===== config.mk =====
export PLATFORM = sky130hd
export DESIGN_NAME = car_traffic_controller_flat
export DESIGN_NICKNAME = d
export VERILOG_FILES = /design/src/rtl/traffic_pkg.sv /design/src/rtl/car_traffic_controller_if.sv /design/src/rtl/traffic_lane.sv /design/src/rtl/car_traffic_controller.sv /design/src/flat_wrapper.sv
export SDC_FILE = /design/constraint.sdc
export NUM_CORES = 1
export LEC_CHECK = 0
export BUFFER_PORTS_ARGS = -buffer_cell sky130_fd_sc_hd__buf_2
export CORE_MARGIN = 5
export CORE_UTILIZATION = 58
export CTS_BUF_LIST = sky130_fd_sc_hd__clkbuf_8 sky130_fd_sc_hd__clkbuf_16
export DETAILED_ROUTE_END_ITERATION = 8
export GPL_ROUTABILITY_DRIVEN = 0
export PLACE_DENSITY = 0.91
export SLEW_MARGIN = 20
export SYNTH_ARGS = -nofsm -noshare
export SYNTH_HDL_FRONTEND = slang
export SYNTH_HIERARCHICAL = 1
export SYNTH_SLANG_ARGS = --single-unit

===== constraint.sdc =====
create_clock -name clk -period 4.9 [get_ports clk]
set_input_delay 0.98 -clock clk [delete_from_list [all_inputs] [get_ports clk]]
set_output_delay 0.98 -clock clk [all_outputs]
set_load 0.02 [all_outputs]

===== src/rtl/traffic_pkg.sv =====
// traffic_pkg: shared grid constants, lane tables, FSM states and reset layout helper
package traffic_pkg;
  localparam int GRID_COLS = 20;
  localparam int GRID_ROWS = 15;
  localparam int NUM_CARS = 16;
  localparam int NUM_LANES = 8;
  typedef logic [4:0] col_t;
  typedef logic [3:0] row_t;
  typedef enum logic {RUN, FROZEN} state_t;
  localparam row_t LANE_ROW [NUM_LANES] = '{4'd13, 4'd12, 4'd11, 4'd10, 4'd8, 4'd7, 4'd6, 4'd5};
  localparam logic [4:0] LANE_BASE [NUM_LANES] = '{5'd4, 5'd6, 5'd8, 5'd10, 5'd4, 5'd6, 5'd8, 5'd10};
  // 1 = moves left, 0 = moves right
  localparam logic LANE_DIR [NUM_LANES] = '{1'b0, 1'b1, 1'b0, 1'b1, 1'b0, 1'b1, 1'b0, 1'b1};
  function automatic col_t reset_col(input int lane, input int car);
    return col_t'((3 * lane + 10 * car) % GRID_COLS);
  endfunction
endpackage


===== src/rtl/car_traffic_controller_if.sv =====
// car_traffic_controller_if: control inputs (run, level, freeze_req) and car position outputs
// slave = controller side, master = game/driver side
interface car_traffic_controller_if;
  import traffic_pkg::*;
  logic run;
  logic [3:0] level;
  logic freeze_req;
  logic [5*NUM_CARS-1:0] car_x_bus;
  logic [4*NUM_CARS-1:0] car_y_bus;
  logic cars_moved;
  modport master (output run, level, freeze_req, input car_x_bus, car_y_bus, cars_moved);
  modport slave (input run, level, freeze_req, output car_x_bus, car_y_bus, cars_moved);
endinterface


===== src/rtl/traffic_lane.sv =====
// traffic_lane: one lane's tick counter, level-dependent period compare and two wrapping car columns
// ports: clk, rst (sync), step (tick while running), level, x0/x1 car columns, move (lane steps this cycle)
module traffic_lane
  import traffic_pkg::*;
#(
  parameter int LANE = 0,
  parameter int MIN_TICKS = 1
) (
  input  logic       clk,
  input  logic       rst,
  input  logic       step,
  input  logic [3:0] level,
  output col_t       x0,
  output col_t       x1,
  output logic       move
);
  logic [4:0] lc, raw, period, lvl;
  logic [5:0] lc_inc;
  assign lvl = {1'b0, level};
  assign raw = lvl >= LANE_BASE[LANE] ? 5'd0 : LANE_BASE[LANE] - lvl;
  assign period = raw < 5'(MIN_TICKS) ? 5'(MIN_TICKS) : raw;
  assign lc_inc = {1'b0, lc} + 6'd1;
  // >= so that a period shortened mid-count fires on the next tick
  assign move = step && lc_inc >= {1'b0, period};
  function automatic col_t shift(input col_t x);
    return LANE_DIR[LANE] ? (x == '0 ? col_t'(GRID_COLS - 1) : x - 5'd1)
                          : (x == col_t'(GRID_COLS - 1) ? '0 : x + 5'd1);
  endfunction
  always_ff @(posedge clk) begin
    if (rst) begin
      lc <= '0;
      x0 <= reset_col(LANE, 0);
      x1 <= reset_col(LANE, 1);
    end else if (step) begin
      lc <= move ? '0 : lc_inc[4:0];
      if (move) begin
        x0 <= shift(x0);
        x1 <= shift(x1);
      end
    end
  end
endmodule


===== src/rtl/car_traffic_controller.sv =====
// car_traffic_controller: moves 16 cars in 8 wrapping lanes at level-dependent rates
// ports: clk, reset_cars (sync, active-high), bus (slave: run, level, freeze_req -> car_x_bus, car_y_bus, cars_moved)
// CAR_FREEZE_EN: when defined, freeze_req pauses all traffic for FREEZE_TICKS ticks
module car_traffic_controller
  import traffic_pkg::*;
#(
  parameter int TICK_CYCLES = 1_250_000,
  parameter int MIN_TICKS = 1,
  parameter int FREEZE_TICKS = 20
) (
  input logic clk,
  input logic reset_cars,
  car_traffic_controller_if.slave bus
);
  localparam int PW = TICK_CYCLES > 1 ? $clog2(TICK_CYCLES) : 1;
  logic [PW-1:0] pc;
  logic tick, step;
  logic [NUM_LANES-1:0] mv;
  col_t xs [NUM_CARS];
  assign tick = bus.run && pc == PW'(TICK_CYCLES - 1);
  always_ff @(posedge clk) begin
    if (reset_cars) pc <= '0;
    else if (bus.run) pc <= tick ? '0 : pc + 1'b1;
  end
`ifdef CAR_FREEZE_EN
  localparam int FW = $clog2(FREEZE_TICKS + 1);
  state_t state, state_n;
  logic [FW-1:0] fc, fc_n;
  always_ff @(posedge clk) begin
    if (reset_cars) begin
      state <= RUN;
      fc <= '0;
    end else begin
      state <= state_n;
      fc <= fc_n;
    end
  end
  // freeze_req outranks a coincident tick, so that tick neither moves nor counts down
  always_comb begin
    state_n = state;
    fc_n = fc;
    step = 1'b0;
    if (bus.freeze_req) begin
      state_n = FROZEN;
      fc_n = FW'(FREEZE_TICKS);
    end else if (state == FROZEN) begin
      fc_n = tick ? fc - 1'b1 : fc;
      state_n = tick && fc == FW'(1) ? RUN : FROZEN;
    end else step = tick;
  end
`else
  assign step = tick;
`endif
  for (genvar l = 0; l < NUM_LANES; l++) begin : g_lane
    traffic_lane #(.LANE(l), .MIN_TICKS(MIN_TICKS)) u_lane (
      .clk(clk), .rst(reset_cars), .step(step), .level(bus.level),
      .x0(xs[2*l]), .x1(xs[2*l+1]), .move(mv[l])
    );
    assign bus.car_y_bus[8*l +: 8] = {LANE_ROW[l], LANE_ROW[l]};
  end
  for (genvar n = 0; n < NUM_CARS; n++) begin : g_x
    assign bus.car_x_bus[5*n +: 5] = xs[n];
  end
  always_ff @(posedge clk) begin
    if (reset_cars) bus.cars_moved <= 1'b0;
    else bus.cars_moved <= |mv;
  end
endmodule


===== src/flat_wrapper.sv =====
// flat-port wrapper written by rule: the top's interface ports become plain ports
module car_traffic_controller_flat import traffic_pkg::*;
#(
  parameter int TICK_CYCLES = 1_250_000,
  parameter int MIN_TICKS = 1,
  parameter int FREEZE_TICKS = 20
)
  (clk, reset_cars, bus_run, bus_level, bus_freeze_req, bus_car_x_bus, bus_car_y_bus, bus_cars_moved);
  car_traffic_controller_if bus_i ();
  input logic clk;
  input logic reset_cars;
  input wire logic [$bits(bus_i.run)-1:0] bus_run;
  input wire logic [$bits(bus_i.level)-1:0] bus_level;
  input wire logic [$bits(bus_i.freeze_req)-1:0] bus_freeze_req;
  output wire logic [$bits(bus_i.car_x_bus)-1:0] bus_car_x_bus;
  output wire logic [$bits(bus_i.car_y_bus)-1:0] bus_car_y_bus;
  output wire logic [$bits(bus_i.cars_moved)-1:0] bus_cars_moved;
  assign bus_i.run = bus_run;
  assign bus_i.level = bus_level;
  assign bus_i.freeze_req = bus_freeze_req;
  assign bus_car_x_bus = bus_i.car_x_bus;
  assign bus_car_y_bus = bus_i.car_y_bus;
  assign bus_cars_moved = bus_i.cars_moved;
  car_traffic_controller #(.TICK_CYCLES(TICK_CYCLES), .MIN_TICKS(MIN_TICKS), .FREEZE_TICKS(FREEZE_TICKS)) u_core (.clk(clk), .reset_cars(reset_cars), .bus(bus_i));
endmodule

==> summary.txt, run 1 <==
CTS
  • Clk root buf: clkbuf_16
  • Post-cts resize count: 0
  • Worst skew pair latency: ~0.43 ns
  • Post-CTS Setup Inserts: 0
  • CTS Hold Bufs: 0
  • CTS tree: done
  • Num CTS Buffers: 17
  • Clk buf depth: 2
  • H-Tree Depth: 4
  • Clock Pin Slew Worst Setup and Hold Paths: 0.06 ns
  • Clk sink count: 142

Outcome
  • Status: finished clean

Route
  • Top sig layer: met5
  • Metal2 WL: approximately 11000 um
  • WL met3: 1210 um
  • Via density: 6.00
  • DR iter-0 viols: 666
  • Met1 wire length: 9360 um
  • Routed Antenna Nets: 0
  • DRC: 0
  • Total Routed Length: 21400 um
  • Per-cell routed wire length: 15.0 um
  • Drt first pass iters: 6
  • Via Count: 8578

GRT
  • Overflow after GRT: 0
  • All-Layer GR Usage: 21.3%
  • Largest net degree at the start of global routing: between 70 and 80
  • First-pass GRT wire length: 35800 um
  • Vias in the first global route: 7816
  • Antenna violations before repair: 2

STA
  • Worst slew margin: 45.9%
  • Final setup viols: 0
  • Final worst slack: 0.905 ns
  • Slew @ Worst Pin: 0.811 ns
  • RSZ-0062 raised after global routing: no
  • Fin. Hold Viols: 0
  • Min cycle time layout: 3.99 ns
  • Setup TNS: 0 ns
  • Slew Limit Fails: 0
  • Hold WS: 0.485 ns
  • Skew final: between 0.01 and 0.015 ns
  • Final period util: 81.5%
  • F_max: ~0.25 GHz

Worst setup path
  • CP max stage cell: a2111oi_4
  • R2R cell count: 8
  • Worst Path Required: 5.20 ns
  • Crit-path cells: buf_2 > inv_1 > ha_1 > a211oi_1 > a22oi_1 > a41o_1 > ha_1 > nand2b_4 > a2111oi_4 > o21ai_2 > and2_2 > nor4_1 > a21oi_1
  • Delay-heaviest family, CP: compound AO/OA/AOI/OAI gates
  • WP data arrival: 4.30 ns
  • Crit. path cell count: 13
  • CP most frequent cell: ha_1
  • Critical-path maximum fanout: 26
  • CP Capture Type: register
  • Worst Setup Path Type: in2reg
  • Startpoint types: input pin
  • Crit path buffers/inverters: 2
  • Slowest stage delay, CP: between 0.4 and 0.5 ns

Synthesis
  • Seq/Total Area, Yosys: between 20 and 30%
  • Top cells by area, synth: dfxtp_1 (29%), ha_1 (10%), buf_4 (5.1%)
  • Synth top area share: 29.4%
  • Most used DFF post-synth: dfxtp_1
  • Yosys top cell by area: dfxtp_1
  • #FFs+latches synth: 142
  • Cell count after synthesis: roughly 1.1k
  • Synth Cell Area: 0.00966 sq mm
  • Synth warn: 6
  • Mean post-synth cell area: 8.57 sq um
  • Async S/R FF share, synth: 0%
  • Distinct cells, synth: 96
  • Post-synth EDFFs: 0

Floorplan
  • Number of core rows: 47
  • Die height: 139 um
  • # IOs: 153
  • Starting Density: between 50% and 60%
  • Die width: 139 um
  • Die ar.: 0.0193 sq mm
  • Core area: 0.0165 sq mm

Layout
  • Commonest non-fill, non-tap cell in the layout: dfxtp_1
  • Layout cells sized above 1: 15.7%
  • Flip-flop and latch area: 0.00284 sq mm
  • Multi-input logic area: 0.00607 sq mm
  • Syn-to-layout area delta: 9.11%
  • Layout Cells excl Fill: about 1.4k
  • Layout filler cell count: 1333
  • Most frequent cells in the layout: dfxtp_1 (142), buf_2 (86), ha_1 (77)
  • Fin nets: 1281

Pwr
  • Switching Share: 25.0%
  • Pwr Density: 263 mW/mm^2
  • Leakage Power: between 4 and 5 nW
  • Int Pwr: roughly 2.1 mW
  • Switching power: approximately 0.69 mW
  • Combinational Power Share: 8.9%
  • Total power: ~2.8 mW
  • Flop pwr share: a little over two fifths
  • Clk pwr share: between 40% and 50%
  • Peak VDD IR: between 0.2 and 0.25 mV

Job
  • Max cap viols: 0

Placement
  • Inst Count DP: 1397
  • Post-DP HPWL: 14800 um
  • Port bufs: between 80 and 90
  • Dpl ws: 0.558 ns

Hold path
  • Hold Path Stages: 2
  • Hold Path Class: reg2reg
==> cell type report <==
type,count,area share [%]
multi-input cells,878,57.6
repair buffers,92,4.63
inverters,65,2.31
flip-flops and latches,142,27.0
clock inverters,14,1.84
clock buffers,17,4.03
diodes,1,0.0237
well taps,220,2.61
==> power by group through the flow <==
stage / sequential, mW / combinational [mW] / clock, mW
CTS: 1.16 / 0.242 / 1.38
floorplan: 1.19 / 0.236 / 0
global route: 1.16 / 0.269 / 1.44
finish: 1.16 / 0.246 / 1.36
global placement: 1.19 / 0.233 / 0
detailed placement: 1.19 / 0.241 / 0
==> routing by layer <==
layer,vias up,global-route usage (%)
li1,4185,-
met1,4090,26.3
met2,268,36.4
met3,33,5.17
met4,2,7.00
met5,-,0
==> path summary, 6_finish.rpt <==
kind         slack, ns                          start                            end
max               0.91                   bus_level[0]          u_core/bus.cars_moved
min               0.48  u_core/g_lane[6].u_lane/lc[4]  u_core/g_lane[6].u_lane/lc[4]
max reg2reg       2.00                   u_core/pc[0]  u_core/g_lane[6].u_lane/x0[3]
min reg2reg       0.48  u_core/g_lane[6].u_lane/lc[4]  u_core/g_lane[6].u_lane/lc[4]
==> cells by family (layout without fill, tap and decap cells) <==
| group | after synthesis | in the layout | synth area share [%] |
|---|---|---|---|
| other | 6 | 71 | 0.233 |
| AOI/OAI and AO/OA | 296 | 296 | 22.4 |
| adders and majority gates | 77 | 77 | 9.97 |
| muxes | 8 | 8 | 0.867 |
| DFF | 142 | 142 | 29.4 |
| xor gates and xnor gates | 39 | 39 | 3.53 |
| buffers and inverters | 172 | 188 | 10.3 |
| and+or+nand+nor | 388 | 388 | 23.3 |
==> worst register-to-register path: stages (launching register included) <==
cell     delay (ns)
dfxtp_1        0.42
ha_1           0.24
and3_1         0.27
nand4_1        0.20
nor2_4         0.37
buf_4          0.30
inv_1          0.25
or4_1          0.59
a21oi_1        0.17
==> sequential cells by signal, summed over array words and instances, names as in the netlist <==
register                 cells
u_core/bus.cars_moved        1
u_core/g_lane.u_lane/x0     40
u_core/g_lane.u_lane/lc     40
u_core/pc                   21
u_core/g_lane.u_lane/x1     40
==> cells in the mapped netlist (27+ instances only) <==
| library cell | number |
|---|---|
| dfxtp_1 | 142 |
| inv_1 | 65 |
| a21oi_1 | 66 |
| o21ai_0 | 47 |
| nor3_1 | 27 |
| nand2_1 | 66 |
| nor2_1 | 60 |
| xnor2_1 | 28 |
| buf_4 | 66 |
| a31oi_1 | 34 |
| nand3_1 | 57 |
| ha_1 | 77 |
==> per-stage QoR <==
step / instance area, sq um / utilization, %
finish: 10500 / 64.0
global route: 10500 / 64.0
floorplan: 9900 / -
global placement: 9920 / 60.3
CTS: 10500 / 64.0
detailed placement: 9920 / 60.3
No activity file was read; power rests on OpenSTA's default activity.
==> run 2: changes to the inputs <==
--- a/config.mk
+++ b/config.mk
@@ -5,6 +5,7 @@
 export SDC_FILE = /design/constraint.sdc
 export NUM_CORES = 1
 export LEC_CHECK = 0
+export ABC_AREA = 1
 export BUFFER_PORTS_ARGS = -buffer_cell sky130_fd_sc_hd__buf_2
 export CORE_MARGIN = 5
 export CORE_UTILIZATION = 58
==> constraint.sdc (replaced) <==
create_clock -name clk -period 3.8 [get_ports clk]
set_input_delay 0.76 -clock clk [delete_from_list [all_inputs] [get_ports clk]]
set_output_delay 0.76 -clock clk [all_outputs]
set_load 0.02 [all_outputs]
==> summary.txt, run 2 <==
Route
  • Via density: 5.18 (-14%)
  • Via Count: 8724 (+1.7%)
  • Total Routed Length: 21200 um (-0.74%)
  • DR iter-0 viols: 635 (-4.7%)
  • Per-cell routed wire length: 12.6 um (-16%)
  • Drt first pass iters: 5 (-1)
  • DRC: 0 (unchanged)
  • Routed Antenna Nets: 0 (unchanged)

GRT
  • Overflow after GRT: 0 (unchanged)
  • First-pass GRT wire length: 36400 um (+1.7%)
  • Antenna violations before repair: 0 (-2)
  • Vias in the first global route: 8320 (+6.4%)
  • All-Layer GR Usage: 21.4% (+0.11 points)
  • Largest net degree at the start of global routing: 43 (-41%)

Synthesis
  • Synth top area share: 28.8% (-0.63 points)
  • Distinct cells, synth: 43 (-55%)
  • Top cells by area, synth: dfxtp_1 (29%), nand2_1 (11%), ha_1 (9.8%)
  • Mean post-synth cell area: 7.22 sq um (-16%)
  • Most used DFF post-synth: dfxtp_1
  • Seq/Total Area, Yosys: 28.8% (-0.63 points)
  • Async S/R FF share, synth: 0% (unchanged)
  • Post-synth EDFFs: 0 (unchanged)
  • Cell count after synthesis: 1367 (+21%)
  • Commonest cells post-synth: nand2_1 (292), inv_1 (151), nand3_1 (147)
  • Yosys top cell by area: dfxtp_1
  • Most frequent cell after synthesis: nand2_1
  • #FFs+latches synth: 142 (unchanged)
  • Synth Cell Area: 0.00988 sq mm (+2.2%)
  • Synth warn: 6 (unchanged)

CTS
  • Worst skew pair latency: 0.43 ns (about the same)
  • Post-cts resize count: 0 (unchanged)
  • Clk buf depth: 2 (unchanged)
  • CTS tree: done
  • Num CTS Buffers: 17 (unchanged)
  • Clock Pin Slew Worst Setup and Hold Paths: 0.06 ns (about the same)
  • Clk sink count: 142 (unchanged)
  • Post-CTS Setup Inserts: 0 (unchanged)
  • Clk root buf: clkbuf_16
  • H-Tree Depth: 4 (unchanged)
  • CTS Hold Bufs: 0 (unchanged)

STA
  • Slew @ Worst Pin: 0.612 ns (-0.199 ns)
  • Slew Limit Fails: 0 (unchanged)
  • F_max: 0.321 GHz
  • Final worst slack: 0.686 ns (-0.219 ns)
  • Hold WS: 0.492 ns (+0.00745 ns)
  • Setup TNS: 0 ns (unchanged)
  • Fin. Hold Viols: 0 (unchanged)
  • RSZ-0062 raised after global routing: no
  • Final period util: 81.9%
  • Worst slew margin: 59.1% (+13 points)
  • Final setup viols: 0 (unchanged)
  • Skew final: 0.00678 ns (-0.00326 ns)
  • Min cycle time layout: 3.11 ns

Placement
  • Placed cell area: 0.0102 sq mm (+2.8%)
  • Port bufs: 87 (unchanged)
  • Inst Count DP: 1651 (+18%)
  • Dpl ws: 0.280 ns (-0.278 ns)
  • Post-DP HPWL: 15100 um (+1.6%)

Layout
  • Fin util: 65.0% (+0.96 points)
  • Biggest regs: u_core/g_lane.u_lane/lc (40), u_core/g_lane.u_lane/x0 (40), u_core/g_lane.u_lane/x1 (40)
  • Post-route cell area: 0.0108 sq mm (+2.6%)
  • Multi-input logic area: 0.00592 sq mm (-2.5%)
  • Commonest non-fill, non-tap cell in the layout: nand2_1
  • Layout cells sized above 1: 16.2% (+0.47 points)
  • Flip-flop and latch area: 0.00284 sq mm (unchanged)
  • Layout Cells excl Fill: 1683 (+18%)
  • Most frequent cells in the layout: nand2_1 (292), inv_1 (151), nand3_1 (147)
  • Antenna diodes: 0 (-1)
  • Syn-to-layout area delta: 9.54%
  • Fin nets: 1535 (+20%)
  • Layout filler cell count: 1365 (+2.4%)

Pwr
  • Pwr Density: 323 mW/mm^2 (+23%)
  • Int Pwr: 2.62 mW (+26%)
  • Clk pwr share: 49.7% (+0.5 points)
  • Leakage Power: 5.22 nW (+19%)
  • Switching power: 0.877 mW (+27%)
  • Switching Share: 25.1% (+0.050 points)
  • Peak VDD IR: 0.326 mV (+46%)
  • Flop pwr share: 42.7% (+0.7 points)
  • Combinational Power Share: 7.7% (-1.2 points)
  • Total power: 3.50 mW (+26%)

Hold path
  • Hold Path Origin: u_core/g_lane[3].u_lane/x1[3]
  • Worst Hold Path EP: u_core/g_lane[3].u_lane/x1[3]
  • Hold Path Stages: 2 (unchanged)
  • Hold Path Class: reg2reg

Worst setup path
  • R2R cell count: 13 (+5)
  • CP Capture Type: register
  • RR Endpoint: u_core/bus.cars_moved
  • Worst Path Required: 4.09 ns (-1.11 ns)
  • Worst Setup Path Type: in2reg
  • Startpoint types: input pin
  • R2R Setup Slk: 1.37 ns (-0.63 ns)
  • WP data arrival: 3.40 ns (-0.90 ns)
  • Critical-path maximum fanout: 18 (-31%)
  • Worst R2R Start: u_core/g_lane[4].u_lane/lc[0]

Floorplan
  • Die ar.: 0.0197 sq mm (+2.0%)
  • Die width: 140 um (+1.0%)
  • Number of core rows: 47 (unchanged)
  • Die height: 140 um (+1.0%)
  • # IOs: 153 (unchanged)
  • Starting Density: 59.3% (+0.65 points)
  • Core area: 0.0166 sq mm (+1.1%)

Outcome
  • Status: finished clean

Job
  • Max cap viols: 0 (unchanged)
run 2: changes by cell type in the layout (fill, tap and decap cells not counted), moves of 27 or more:
cell	previous run	this run
nand2_1	66	292
nand3_1	57	147
inv_1	66	151
nor2_1	59	95
a31oi_1	34	0
o21ai_0	47	16
xor2_1	11	38
run 2: final cells by class:
class	instances	area share (%)
inverter	163	5.84
clock inverter	13	1.50
multi-input combinational	1028	54.7
clock buffer	19	4.19
sequential	142	26.3
tap	220	2.54
timing repair buffer	98	4.90
run 2: worst max path at each step:
stage	start	end	slack, ns	cells after the start
after floorplan	bus_level[0]	u_core/bus.cars_moved	1.00	18
after global placement	bus_level[0]	u_core/bus.cars_moved	0.41	20
after detailed placement	bus_level[0]	u_core/bus.cars_moved	0.28	20
after CTS	bus_level[0]	u_core/bus.cars_moved	0.73	20
after global routing	bus_level[0]	u_core/bus.cars_moved	0.40	20
final	bus_level[0]	u_core/bus.cars_moved	0.69	20
run 2: cells by family (layout without fill, tap and decap cells):
group	Yosys count	after routing	share of synthesized area [%]
and+or+nand+nor	675	675	33.2
AOI/OAI and AO/OA	133	133	7.80
adders and majority gates	77	77	9.76
DFF	142	142	28.8
other	6	70	0.228
xor gates and xnor gates	65	65	5.76
muxes	8	8	0.811
buffers and inverters	261	293	13.7
run 2: power groups by stage:
| stage | clock, mW | sequential, mW | combinational [mW] |
|---|---|---|---|
| after floorplan | 0 | 1.52 | 0.271 |
| after global placement | 0 | 1.53 | 0.255 |
| after detailed placement | 0 | 1.53 | 0.264 |
| after CTS | 1.77 | 1.49 | 0.266 |
| after global routing | 1.85 | 1.49 | 0.302 |
| final | 1.74 | 1.49 | 0.269 |
run 2: critical path, cell delays in order:
cell and delay [ns]:
buf_2 0.30, inv_1 0.09, ha_1 0.21, o21ai_0 0.35
nand3b_1 0.19, nand4_1 0.11, nand2_1 0.06, ha_1 0.26
inv_1 0.05, nand2_1 0.04, nand2_1 0.05, nand2_1 0.04
nand2_1 0.05, nand2_1 0.05, nand2_1 0.13, nand2_4 0.13
nand2_8 0.13, inv_8 0.06, nor4_1 0.22, a21oi_1 0.10
run 2: routing by layer:
| metal | share of wire, % | vias to the layer above | routed length (um) | track usage, % |
|---|---|---|---|---|
| met5 | 0 | - | 0 | 0 |
| met4 | 2.2 | 0 | 461 | 7.34 |
| met3 | 5.7 | 36 | 1210 | 5.01 |
| met2 | 49 | 246 | 10500 | 38.3 |
| met1 | 43 | 3979 | 9060 | 24.9 |
| li1 | - | 4463 | - | - |
